<file path="src/rtl/gshare_branch_predictor.sv">
// gshare direction predictor: PHT of saturating counters indexed by PC bits XOR a speculative GHR.
// Optional feature macro GSHARE_HASH_EN: when undefined the index is the GHR alone (pure global predictor).
module gshare_branch_predictor #(
    parameter int GHR_WIDTH = 8,
    parameter int CTR_WIDTH = 2,
    parameter int PC_WIDTH  = 32,
    parameter int IDX_LSB   = 2
) (
    input  logic                 clk,
    input  logic                 rst,
    input  logic                 predict_valid,
    input  logic [PC_WIDTH-1:0]  predict_pc,
    output logic                 resp_valid,
    output logic                 resp_taken,
    output logic [GHR_WIDTH-1:0] resp_ghr,
    input  logic                 update_valid,
    input  logic [PC_WIDTH-1:0]  update_pc,
    input  logic [GHR_WIDTH-1:0] update_ghr,
    input  logic                 update_taken,
    input  logic                 update_mispredict,
    output logic [15:0]          mispredict_count
);

    localparam int                   ENTRIES  = 1 << GHR_WIDTH;
    localparam logic [CTR_WIDTH-1:0] CTR_MAX  = '1;
    localparam logic [CTR_WIDTH-1:0] CTR_ONE  = CTR_WIDTH'(1);
    localparam logic [CTR_WIDTH-1:0] CTR_INIT = CTR_ONE << (CTR_WIDTH - 1);

    logic [CTR_WIDTH-1:0] pht_q [ENTRIES];
    logic [GHR_WIDTH-1:0] ghr_q, ghr_d;
    logic                 resp_valid_q;
    logic                 resp_taken_q;
    logic [GHR_WIDTH-1:0] resp_ghr_q;
    logic [15:0]          mispredict_count_q, mispredict_count_d;

    logic [GHR_WIDTH-1:0] pred_idx;
    logic [GHR_WIDTH-1:0] upd_idx;
    logic                 pred_taken;
    logic [CTR_WIDTH-1:0] upd_ctr_d;
    logic                 recover;

`ifdef GSHARE_HASH_EN
    assign pred_idx = predict_pc[IDX_LSB +: GHR_WIDTH] ^ ghr_q;
    assign upd_idx  = update_pc[IDX_LSB +: GHR_WIDTH] ^ update_ghr;
`else
    assign pred_idx = ghr_q;
    assign upd_idx  = update_ghr;
`endif

    // PC bits outside the hash slice (all of them in the pure global build) are intentionally unused.
    logic unused_pc_bits;
    assign unused_pc_bits = ^{predict_pc, update_pc};

    // The read uses the pre-edge array, so a same-cycle write to the same entry is not seen.
    assign pred_taken = pht_q[pred_idx][CTR_WIDTH-1];
    assign recover    = update_valid && update_mispredict;

    always_comb begin
        upd_ctr_d = pht_q[upd_idx];
        if (update_taken) begin
            if (upd_ctr_d != CTR_MAX) upd_ctr_d = upd_ctr_d + CTR_ONE;
        end else begin
            if (upd_ctr_d != '0) upd_ctr_d = upd_ctr_d - CTR_ONE;
        end
    end

    // Recovery is applied last so it overrides the wrong-path speculative shift.
    always_comb begin
        ghr_d              = ghr_q;
        mispredict_count_d = mispredict_count_q;
        if (predict_valid) ghr_d = {ghr_q[GHR_WIDTH-2:0], pred_taken};
        if (recover) begin
            ghr_d = {update_ghr[GHR_WIDTH-2:0], update_taken};
            if (mispredict_count_q != 16'hFFFF) mispredict_count_d = mispredict_count_q + 16'd1;
        end
    end

    // NOTE: the PHT is built from flops with a real reset because every counter must
    // restart weakly taken; a RAM macro could not be cleared in a single edge.
    always_ff @(posedge clk or posedge rst) begin
        if (rst) begin
            for (int i = 0; i < ENTRIES; i++) pht_q[i] <= CTR_INIT;
        end else if (update_valid) begin
            pht_q[upd_idx] <= upd_ctr_d;
        end
    end

    always_ff @(posedge clk or posedge rst) begin
        if (rst) begin
            ghr_q              <= '0;
            resp_valid_q       <= 1'b0;
            resp_taken_q       <= 1'b0;
            resp_ghr_q         <= '0;
            mispredict_count_q <= '0;
        end else begin
            ghr_q              <= ghr_d;
            resp_valid_q       <= predict_valid;
            mispredict_count_q <= mispredict_count_d;
            if (predict_valid) begin
                resp_taken_q <= pred_taken;
                resp_ghr_q   <= ghr_q;
            end
        end
    end

    assign resp_valid       = resp_valid_q;
    assign resp_taken       = resp_taken_q;
    assign resp_ghr         = resp_ghr_q;
    assign mispredict_count = mispredict_count_q;

endmodule
</file>
<file path="config.mk">
export PLATFORM = sky130hd
export DESIGN_NAME = gshare_branch_predictor
export DESIGN_NICKNAME = d
export VERILOG_FILES = /design/src/rtl/gshare_branch_predictor.sv
export SDC_FILE = /design/constraint.sdc
export NUM_CORES = 1
export LEC_CHECK = 0
export CORE_ASPECT_RATIO = 1.25
export CORE_UTILIZATION = 29
export DETAILED_ROUTE_END_ITERATION = 10
export GPL_TIMING_DRIVEN = 1
export HOLD_SLACK_MARGIN = 0.06
export MAX_ROUTING_LAYER = met4
export PLACE_DENSITY = 0.43
export SYNTH_ARGS = -nofsm -noshare
export SYNTH_HDL_FRONTEND = slang
export SYNTH_SLANG_ARGS = --single-unit
</file>
<file path="constraint.sdc">
create_clock -name clk -period 22.7 [get_ports clk]
set_input_delay 3.405 -clock clk [delete_from_list [all_inputs] [get_ports clk]]
set_output_delay 3.405 -clock clk [all_outputs]
set_load 0.02 [all_outputs]
</file>
==> summary.md <==
| Metric | Value |
|---|---|
| Count of cell types in the netlist | `56` |
| Post-synth top area share | `0.259` |
| Most common cell in the netlist | `nor2_1` |
| Synth Flop Type | `dfrtp_1` |
| I/O Buffers | `39` |
| Die area | `between 0.09 and 0.1 mm^2` |
| Final instance area | `between 0.03 and 0.04 mm^2` |
| Post-CTS sizing | `0` |
| Post-synthesis sequential area ratio | `0.499` |
| Std-Cell Core Area | `0.0958 mm^2` |
| Mapped Area | `between 0.02 and 0.03 mm^2` |
| Worst Setup Path Type | `input pin to flip-flop` |
| Clk_lat worst skew | `0.64 ns` |
| CTS Hold Bufs | `0` |
| Cells after DPL | `around 3800` |
| LEAKAGE | `0.0119 uW` |
| 1st-iter DRT viols | `between 1500 and 2000` |
| Slew of the pin with the lowest slew margin | `1.31 ns` |
| Clk_skew | `~0.019 ns` |
| #FFs+latches synth | `546` |
| Slowest cell delay on critical path | `~0.97 ns` |
| Mean Syn Cell Area | `about 11 um^2` |
| Clk slew on worst S/H paths | `0.06 ns` |
| First-pass GRT wire length | `148 mm` |
| Hold Path Class | `flip-flop to flip-flop` |
| Die width | `280 um` |
| Final core occ | `0.328` |
| Worst setup EP type | `flip-flop` |
| Detail Route Antenna Nets | `0` |
| Yosys warning count | `0` |
| Comb pwr share | `0.164` |
| # fillers | `slightly below 10000` |
| Antenna violations before repair | `2` |
| Num CTS Buffers | `57` |
| Cell Rows | `about 130` |
| Share of cells above drive strength 1 | `0.233` |
| Asr flop ratio synth | `1.00` |
| # DRC | `0` |
| Drt wl/cell | `between 20 and 30 um` |
| H-tree depth | `2` |
| DP Area | `slightly below 0.03 mm^2` |
| Cell Chain, Critical Path | `buf_8 -> buf_4 -> buf_4 -> mux4_2 -> nor3b_1 -> a21oi_1 -> nand3_1 -> nor4_1 -> o221ai_1 -> o21ai_4 -> buf_4 -> buf_4 -> a31oi_1` |
| EDFF count, synth | `0` |
| Cell accounting for the most synthesized area | `dfrtp_1` |
| Largest net degree at the start of global routing | `206` |
| Synthesis-to-layout area growth | `12.2%` |
| First drt pass iteration count | `6` |
| Top post-synthesis cells by count | `795 x nor2_1, 515 x a31oi_1, 290 x dfrtp_1, 256 x dfstp_2, 177 x mux4_2` |
| Vias/cell | `about 5.5` |
| Fmax achieved | `107 MHz` |
| Vias | `about 22000` |
| CTS max path bufs | `3` |
| Setup-failing EPs final | `0` |
| Post-CTS setup buffers | `0` |
| Final Hold Fails | `0` |
| CP Max Fanout | `96` |
| Fin Setup TNS | `0 ns` |
| Worst path slowest cell | `buf_4` |
| Gpl congestion | `0.806` |
| Root buffer cell | `clkbuf_16` |
| WHS | `0.494 ns` |
| # IOs | `approximately 100` |
| Syn nets | `approximately 2700` |
| Cell Pwr Density | `81.7 mW/mm^2` |
| Starting Density | `0.292` |
| Slew headroom | `0.127` |
| Mapped Cells | `approximately 2600` |
| CTS Sinks | `~550` |
| Final Critical Period | `9.38 ns` |
| GR Overflow Total | `0` |
| Final period utilization | `0.413` |
| Startpoint types | `input pin` |
| Ant diodes | `0` |
| Routed WL | `approximately 98 mm` |
| Clock power frac | `0.384` |
| Fin nets | `between 2000 and 3000` |
| Tot GR Track Use | `0.207` |
| Cell Int Power | `about 1800 uW` |
| Worst IR Drop VDD | `between 50 and 60 uV` |
| CTS tree | `yes` |
| Max Cap Violations | `0` |
| Vias in the first global route | `~22000` |
| Required time worst endpoint | `23.14 ns` |
| Final Slew Violations | `0` |
| RSZ-0062 raised after global routing | `no` |
| Critical path arrival | `between 9 and 10 ns` |
| Sequential Power Share | `0.452` |
| Synth area leaders | `dfrtp_1 26%, dfstp_2 24%, mux4_2 14%` |
| Die height | `between 300 and 400 um` |
| Switching Fraction | `0.287` |
| Hpwl dp | `60.4 mm` |
| Non-Filler Instances | `between 3000 and 4000` |
| Most used cell, CP | `buf_4` |
| P_sw | `between 700 and 800 uW` |
| Status | `complete, no violations` |
critical path, delay by kind of cell:
family / cells / cell delay [ns]
buf+inv: 5 / 3.52
compound gates: 4 / 1.29
simple gates: 3 / 0.80
mux: 1 / 0.58
kinds of logic (layout without fill, tap and decap cells):
family | after synthesis | in the layout | synth area share
and+or+nand+nor | 963 | 963 | 0.139
AOI/OAI and AO/OA | 620 | 620 | 0.142
DFF | 546 | 546 | 0.499
muxes | 271 | 271 | 0.177
buffers and inverters | 233 | 210 | 0.0386
xor gates and xnor gates | 15 | 15 | 0.00469
adders and majority gates | 1 | 1 | 0.000447
state kept, by name (all words and copies together) (netlist names):
name              flops
pht_q               512
mispredict_count     16
ghr_q                 8
resp_ghr              8
resp_taken            1
resp_valid            1
cells in the final DEF, fill, tap and decap left out, types with 11 or more instances in the layout:
cell / n
a21oi_1: 18
a22oi_1: 41
a31oi_1: 515
buf_4: 64
clkbuf_1: 14
clkbuf_16: 57
clkbuf_8: 14
clkdlybuf4s50_1: 36
dfrtp_1: 288
dfstp_2: 256
mux2_2: 14
mux2i_1: 80
mux4_2: 177
nand2_1: 65
nand3_1: 27
nor2_1: 794
xnor2_1: 11
per-layer routing:
metal	vias to the layer above	GRT usage	share of wire	wire length, um
met1	11187	0.267	0.43	42000
met4	0	0.0574	0.026	2560
met5	-	-	0	0
met2	678	0.341	0.49	48700
met3	142	0.0279	0.052	5100
li1	9698	-	-	-
final timing paths:
path,start,end,slack (ns),cells past startpoint
hold reg to reg,mispredict_count[8],mispredict_count[8],0.49,1
setup / recovery,update_ghr[0],pht_q[486],13.32,13
min in group asynchronous,rst,pht_q[316],3.25,2
hold / removal,mispredict_count[8],mispredict_count[8],0.49,1
setup reg to reg,pht_q[39],pht_q[482],17.51,9
max in group asynchronous,rst,ghr_q[1],16.38,5
layout make-up:
class | instances | area [um^2] | share of cell area
Clock buffer | 85 | 1670 | 0.0532
Clock inverter | 18 | 248 | 0.00789
Inverter | 4 | 22.5 | 0.000717
Multi-Input combinational cell | 1870 | 13000 | 0.413
Sequential cell | 546 | 14000 | 0.445
Tap cell | 1290 | 1610 | 0.0514
Timing Repair Buffer | 103 | 881 | 0.0280
per-stage QoR:
stage | power [uW] | setup slack, ns
finish | 2570 | 13.32
global route | 2680 | 12.93
CTS | 2600 | 13.19
detailed placement | 1600 | 12.53
global placement | 1590 | 12.63
floorplan | 1450 | 4.45
power groups by stage:
stage	registers, uW	clock network, uW	logic, uW
6_report	1160	986	421
5_1_grt	1170	1050	453
4_1_cts	1160	1010	423
3_5_place_dp	1180	0	423
3_3_place_gp	1170	0	416
2_1_floorplan	1150	0	293
(Power assumes the default switching activity.)
